==> src/rtl/bru_pkg.sv <==
// Shared types for the branch resolve unit.
// Stage record, FSM state and fixed constants.
package bru_pkg;

  localparam int REC_AW      = 32;
  localparam int PC_INC      = 4;
  localparam int FLUSH_CNT_W = 3;

  typedef enum logic {
    RUN,
    FLUSH
  } bru_state_t;

  typedef struct packed {
    logic              valid;
    logic [REC_AW-1:0] pc;
    logic              pred_valid;
    logic [REC_AW-1:0] pred_addr;
  } bru_rec_t;

endpackage

==> src/rtl/bru_stage_reg.sv <==
// One prediction record register with stall hold
// and synchronous kill of the whole record.
module bru_stage_reg
  import bru_pkg::*;
(
  input  logic     clk,
  input  logic     rst,
  input  logic     hold,
  input  logic     kill,
  input  bru_rec_t d,
  output bru_rec_t q
);

  always_ff @(posedge clk) begin
    if (rst || kill) begin
      q <= '0;
    end else if (!hold) begin
      q <= d;
    end
  end

endmodule

==> src/rtl/branch_resolve_unit.sv <==
// Resolves EXEC branches against fetch predictions; redirects on miss.
// Optional BRU_STATS_EN adds branch/mispredict counters.
module branch_resolve_unit
  import bru_pkg::*;
#(
  parameter int ADDR_W       = REC_AW,
  parameter int FLUSH_CYCLES = 2
) (
  input  logic              clk,
  input  logic              rst,
  input  logic              stall,
  input  logic              f_valid,
  input  logic [ADDR_W-1:0] f_pc,
  input  logic              f_predict_valid,
  input  logic [ADDR_W-1:0] f_predict_addr,
  input  logic              x_is_branch,
  input  logic              x_taken,
  input  logic [ADDR_W-1:0] x_target,
  output logic              x_res_valid,
  output logic              x_predict_res,
  output logic [ADDR_W-1:0] x_res_pc,
  output logic              redirect_valid,
  output logic [ADDR_W-1:0] redirect_pc,
  output logic              flushing
`ifdef BRU_STATS_EN
  ,
  output logic [31:0]       stat_branches,
  output logic [31:0]       stat_mispredicts
`endif
);

  bru_state_t           state;
  logic [FLUSH_CNT_W-1:0] cnt;
  bru_rec_t             f_rec, d_rec, x_rec;
  logic                 eval, mis, mispredict;
  logic [ADDR_W-1:0]    pc4, tgt;

  always_comb begin
    f_rec.valid      = f_valid & (state == RUN);
    f_rec.pc         = f_pc;
    f_rec.pred_valid = f_predict_valid;
    f_rec.pred_addr  = f_predict_addr;
  end

  bru_stage_reg u_d (
    .clk  (clk),
    .rst  (rst),
    .hold (stall),
    .kill (mispredict),
    .d    (f_rec),
    .q    (d_rec)
  );

  bru_stage_reg u_x (
    .clk  (clk),
    .rst  (rst),
    .hold (stall),
    .kill (mispredict),
    .d    (d_rec),
    .q    (x_rec)
  );

  assign eval = x_rec.valid & ~stall;
  assign pc4  = x_rec.pc + ADDR_W'(PC_INC);

  always_comb begin
    mis = 1'b0;
    tgt = x_target;
    unique case (1'b1)
      x_is_branch && x_taken: begin
        mis = !x_rec.pred_valid || (x_rec.pred_addr != x_target);
        tgt = x_target;
      end
      x_rec.pred_valid && !(x_is_branch && x_taken): begin
        mis = 1'b1;
        tgt = pc4;
      end
      default: ;
    endcase
  end

  assign mispredict = eval & mis;
  assign flushing   = (state == FLUSH);

  always_ff @(posedge clk) begin
    if (rst) begin
      state          <= RUN;
      cnt            <= '0;
      x_res_valid    <= 1'b0;
      x_predict_res  <= 1'b0;
      x_res_pc       <= '0;
      redirect_valid <= 1'b0;
      redirect_pc    <= '0;
    end else begin
      x_res_valid    <= eval & x_is_branch;
      x_predict_res  <= eval & x_is_branch & x_taken;
      x_res_pc       <= (eval & x_is_branch) ? x_rec.pc : '0;
      redirect_valid <= mispredict;
      if (mispredict) redirect_pc <= tgt;
      unique case (state)
        RUN: begin
          if (mispredict) begin
            state <= FLUSH;
            cnt   <= FLUSH_CNT_W'(FLUSH_CYCLES);
          end
        end
        FLUSH: begin
          // fetch refill window runs regardless of stall
          cnt <= cnt - FLUSH_CNT_W'(1);
          if (cnt == FLUSH_CNT_W'(1)) state <= RUN;
        end
        default: state <= RUN;
      endcase
    end
  end

`ifdef BRU_STATS_EN
  always_ff @(posedge clk) begin
    if (rst) begin
      stat_branches    <= '0;
      stat_mispredicts <= '0;
    end else begin
      if (x_res_valid && stat_branches != '1)
        stat_branches <= stat_branches + 32'd1;
      if (redirect_valid && stat_mispredicts != '1)
        stat_mispredicts <= stat_mispredicts + 32'd1;
    end
  end
`endif

endmodule

==> config.mk <==
export PLATFORM = sky130hd
export DESIGN_NAME = branch_resolve_unit
export DESIGN_NICKNAME = d
export VERILOG_FILES = /design/src/rtl/bru_pkg.sv /design/src/rtl/bru_stage_reg.sv /design/src/rtl/branch_resolve_unit.sv
export SDC_FILE = /design/constraint.sdc
export NUM_CORES = 1
export LEC_CHECK = 0
export CAP_MARGIN = 20
export CORE_AREA = 3 3 139 141
export CTS_CLUSTER_SIZE = 12
export DETAILED_ROUTE_END_ITERATION = 10
export DIE_AREA = 0 0 142 144
export HOLD_SLACK_MARGIN = 0.1
export PLACE_DENSITY = 0.71
export SYNTH_ARGS = -nofsm -noshare
export SYNTH_HDL_FRONTEND = slang
export SYNTH_SLANG_ARGS = --single-unit
==> constraint.sdc <==
create_clock -name clk -period 6.1 [get_ports clk]
set_input_delay 1.83 -clock clk [delete_from_list [all_inputs] [get_ports clk]]
set_output_delay 1.83 -clock clk [all_outputs]
set_load 0.02 [all_outputs]
==> results.md <==
- The floorplan step set the die width to about 140 um.
- The detailed router placed 6462 vias in this run.
- The dominant cell by count in the synthesized netlist is dfxtp_1.
- The area fraction of the dominant cell type after synthesis is 0.4976.
- The die covers about 20000 um2.
- The post-synthesis to final-layout area growth is 30.84%.
- In this run, synthesis inferred 0 flip-flops with an integrated enable.
- Subtracting the final worst setup slack from the clock period gives ~4.1 ns.
- The worst register-to-register path begins at u_x.q[31].
- Detailed placement ended at an HPWL of 15.09 mm.
- The post-layout net count is 1087.
- The hold violation total from the final report is 0.
- In the synthesized netlist, the cells that appear most often are 203 x dfxtp_1, 143 x nor2_1, 132 x mux2i_1.
- The highest clock frequency the design can meet is ~240 MHz.
- STA classifies the critical path startpoint as an input port.
- The count of hold buffers inserted by post-cts repair is 0.
- The initial antenna violation count is 0.
- The clock tree buffer depth is 3.
- The number of warnings printed during yosys synthesis is 0.
- CTS built an H-tree with a depth of 1.
- Before antenna repair, the detailed router went through 4 iterations.
- The arrival time reported for the critical path endpoint is 4.54 ns.
- After global routing the overflow that remains totals 0.
- 0 antenna diodes ended up in the layout.
- The share of flip-flops with an asynchronous set or reset is 0.
- The clock latency on the worst-skew pair is 0.50 ns.
- The signal on the critical path passes through clkdlybuf4s50_1, xnor2_1, nand4_1, nor4_1, and3_1, nor2_1, a311oi_1.
- For this run, the total global-route usage over all layers was measured as 0.2019.
- Clock tree synthesis selected as its root buffer the cell clkbuf_16.
- The total power density per cell area is 269.6 nW/um2.
- The slowest stage of the critical path is the and3_1 cell.
- The biggest area contributor in the post-synthesis netlist is dfxtp_1.
- The total wire length is 21.48 mm.
- The number of DRC violations after detailed routing is 0.
- The I/O pin total is 171.
- The analysis attributes to cell leakage a power of about 4.3 nW.
- In this run the post-CTS setup repair buffer count came out at 0.
- In this run, CTS created clock tree buffers numbering 22.
- The startpoint of the most critical hold path is redirect_pc[29].
- The average wire length per cell after detail routing is around 18 um.
- The number of distinct library cells after synthesis is 43.
- The category of the critical setup timing path is in -> reg.
- The post-synthesis register bit count is 203.
- The number of standard-cell rows in the floorplan is 49.
- The initial cell density of the core is 0.4515.
- The highest ir drop seen on vdd is 0.1868 mV.
- Of the synthesized area, sequential elements account for 0.4976.
- The final count of pins violating max slew is 0.
- The final worst-path cycle share is 0.6791.
- At the end of routability-driven placement, the weighted congestion stood at 0.8198.
- The number of nets in the synthesized netlist is 943.
- The total of fill cells in the finished design is 1553.
- From bottom edge to top edge, the die measures 144 um.
- The area of the mapped netlist is 8167 um2.
- The DRC violation total after the first TritonRoute iteration is around 450.
- After synthesis, the mean cell area works out to ~9.8 um2.
- The transition time at the pin with the least slew margin is ~1.0 ns.
- The critical-path maximum fanout is 24.
- The via density per instance is around 5.3.
- The critical path starts at x_target[24].
- In the final timing run, aggregate negative setup slack is 0 ns.
- The post-cts repair resize count is 0.
- The sink count of the clock tree is ~200.
- The worst setup timing slack at the placement stage is 1.528 ns.
- Among all flip-flop cells after synthesis, the most frequent one is dfxtp_1.
- Clock-pin slew was measured on the worst setup and hold paths at 0.06 ns.
- The tool flagged a number of max-cap violations equal to 0.
- In this run the cell area measured after placement is 10020 um2.
- The count of final setup violators is 0.
- The longest individual stage delay on the worst path is around 0.74 ns.
- In the post-route analysis, the smallest setup slack over all paths is roughly 2.0 ns.
- The worst hold path belongs to the class reg -> reg.
- The first global-routing pass estimated around 33 mm of wire.
- The flow ran to the end, and the final reports show no timing, DRC or antenna violations.
- The post-synthesis instance total is 837.
- After synthesis, the cell types taking the most area are dfxtp_1 50%, mux2i_1 16%, nor2_1 6.6%, xnor2_1 4.0%, and2_1 2.5%.
- Of the cells placed in the final design, the portion with a size suffix greater than 1 is 0.05035.
- The worst setup path is captured at a flop.
- The pin count of the biggest net entering global routing is 83.
- The area of the core is 18090 um2.
- Between clock sinks in the finished design, the worst skew comes to about 0.018 ns.
- The number of I/O port buffers is 170.
- The via count of the first global-routing pass is 6103.
- Setup repair after global routing left no endpoint under its margin.
- The finished cells cover roughly 11000 um2.
- The critical path required time is ~6.5 ns.
- TritonCTS built the clock tree.
- Once detail routing completed, the nets flagged for antenna violations numbered 0.
- The worst pin sits at a relative slew slack of 0.3049.
==> cell usage in the layout (no fill, tap or decap), types with 2 or more instances in the layout <==
cell type	instances
nand2_1	39
a211o_1	2
clkbuf_8	4
nor3_1	5
buf_4	8
clkinv_2	4
inv_1	4
xor2_1	22
clkbuf_1	5
nor2_1	143
a2111o_1	2
mux2i_1	132
nor4_4	2
and3_1	9
a2111oi_0	11
clkdlybuf4s50_1	169
and4_1	3
a31o_1	10
nand3_1	21
o2111ai_1	4
clkbuf_16	23
o21ai_0	39
dfxtp_1	203
a311oi_1	3
xnor2_1	37
a211oi_1	3
nand4_1	22
ha_1	3
a21oi_1	11
and2_1	33
==> final cells by class <==
class                      count  area [um2]  area share
sequential                   203        4064      0.3803
clock buffer                  32       649.4     0.06077
inverter                       4       15.01    0.001405
timing repair buffer         178        1763      0.1650
multi-input combinational    572        3887      0.3638
clock inverter                 4       20.02    0.001874
tap                          229       286.5     0.02682
==> sequential cells by signal, indices dropped and copies added, names as in the netlist <==
register	count
cnt	3
x_predict_res	1
flushing	1
u_d.q	66
u_x.q	66
redirect_valid	1
x_res_valid	1
redirect_pc	32
x_res_pc	32
==> stage by stage <==
step	hold slack, ns	std cells	util	total power [W]
after floorplan	0.4523	837	-	0.001556
after global placement	0.4437	1186	0.5538	0.001669
after detailed placement	0.4550	1186	0.5538	0.001672
after CTS	0.4625	1222	0.5908	0.002908
after global routing	0.4753	1222	0.5908	0.002988
final	0.4628	1222	0.5908	0.002880
==> critical path: cells and delay by family <==
family	cells	cell delay [ns]
xor gates and xnor gates	1	0.24
buffers and inverters	1	0.49
AOI/OAI and AO/OA	1	0.34
and+or+nand+nor	4	1.63
==> worst paths after layout <==
kind                     end  slack [ns]  depth (start not counted)
min          redirect_pc[29]        0.46                          2
max reg2reg   redirect_pc[3]        3.47                          6
min reg2reg  redirect_pc[29]        0.46                          2
max           redirect_pc[3]        1.96                          7
==> routing by layer <==
layer	wire, um	vias up	track usage
li1	-	3167	-
met1	9534	3019	0.2820
met2	9965	247	0.3267
met3	1537	29	0.03704
met4	444	0	0.04747
met5	0	-	0
==> power breakdown <==
group / total [W] / switching (W) / internal (W) / leakage (nW)
clock network: 0.00124 / 0.000505 / 0.000731 / 0.334
logic: 0.000241 / 0.000111 / 0.000130 / 2.28
registers: 0.00140 / 0.0000331 / 0.00137 / 1.65
==> logic make-up after synthesis <==
family / synth area share
compound gates: 0.07477
xor+xnor: 0.06327
buf+inv: 0.03018
flops: 0.4976
mux: 0.1618
simple gates: 0.1678
fa+ha+maj: 0.004597
No activity file was read; power rests on OpenSTA's default activity.
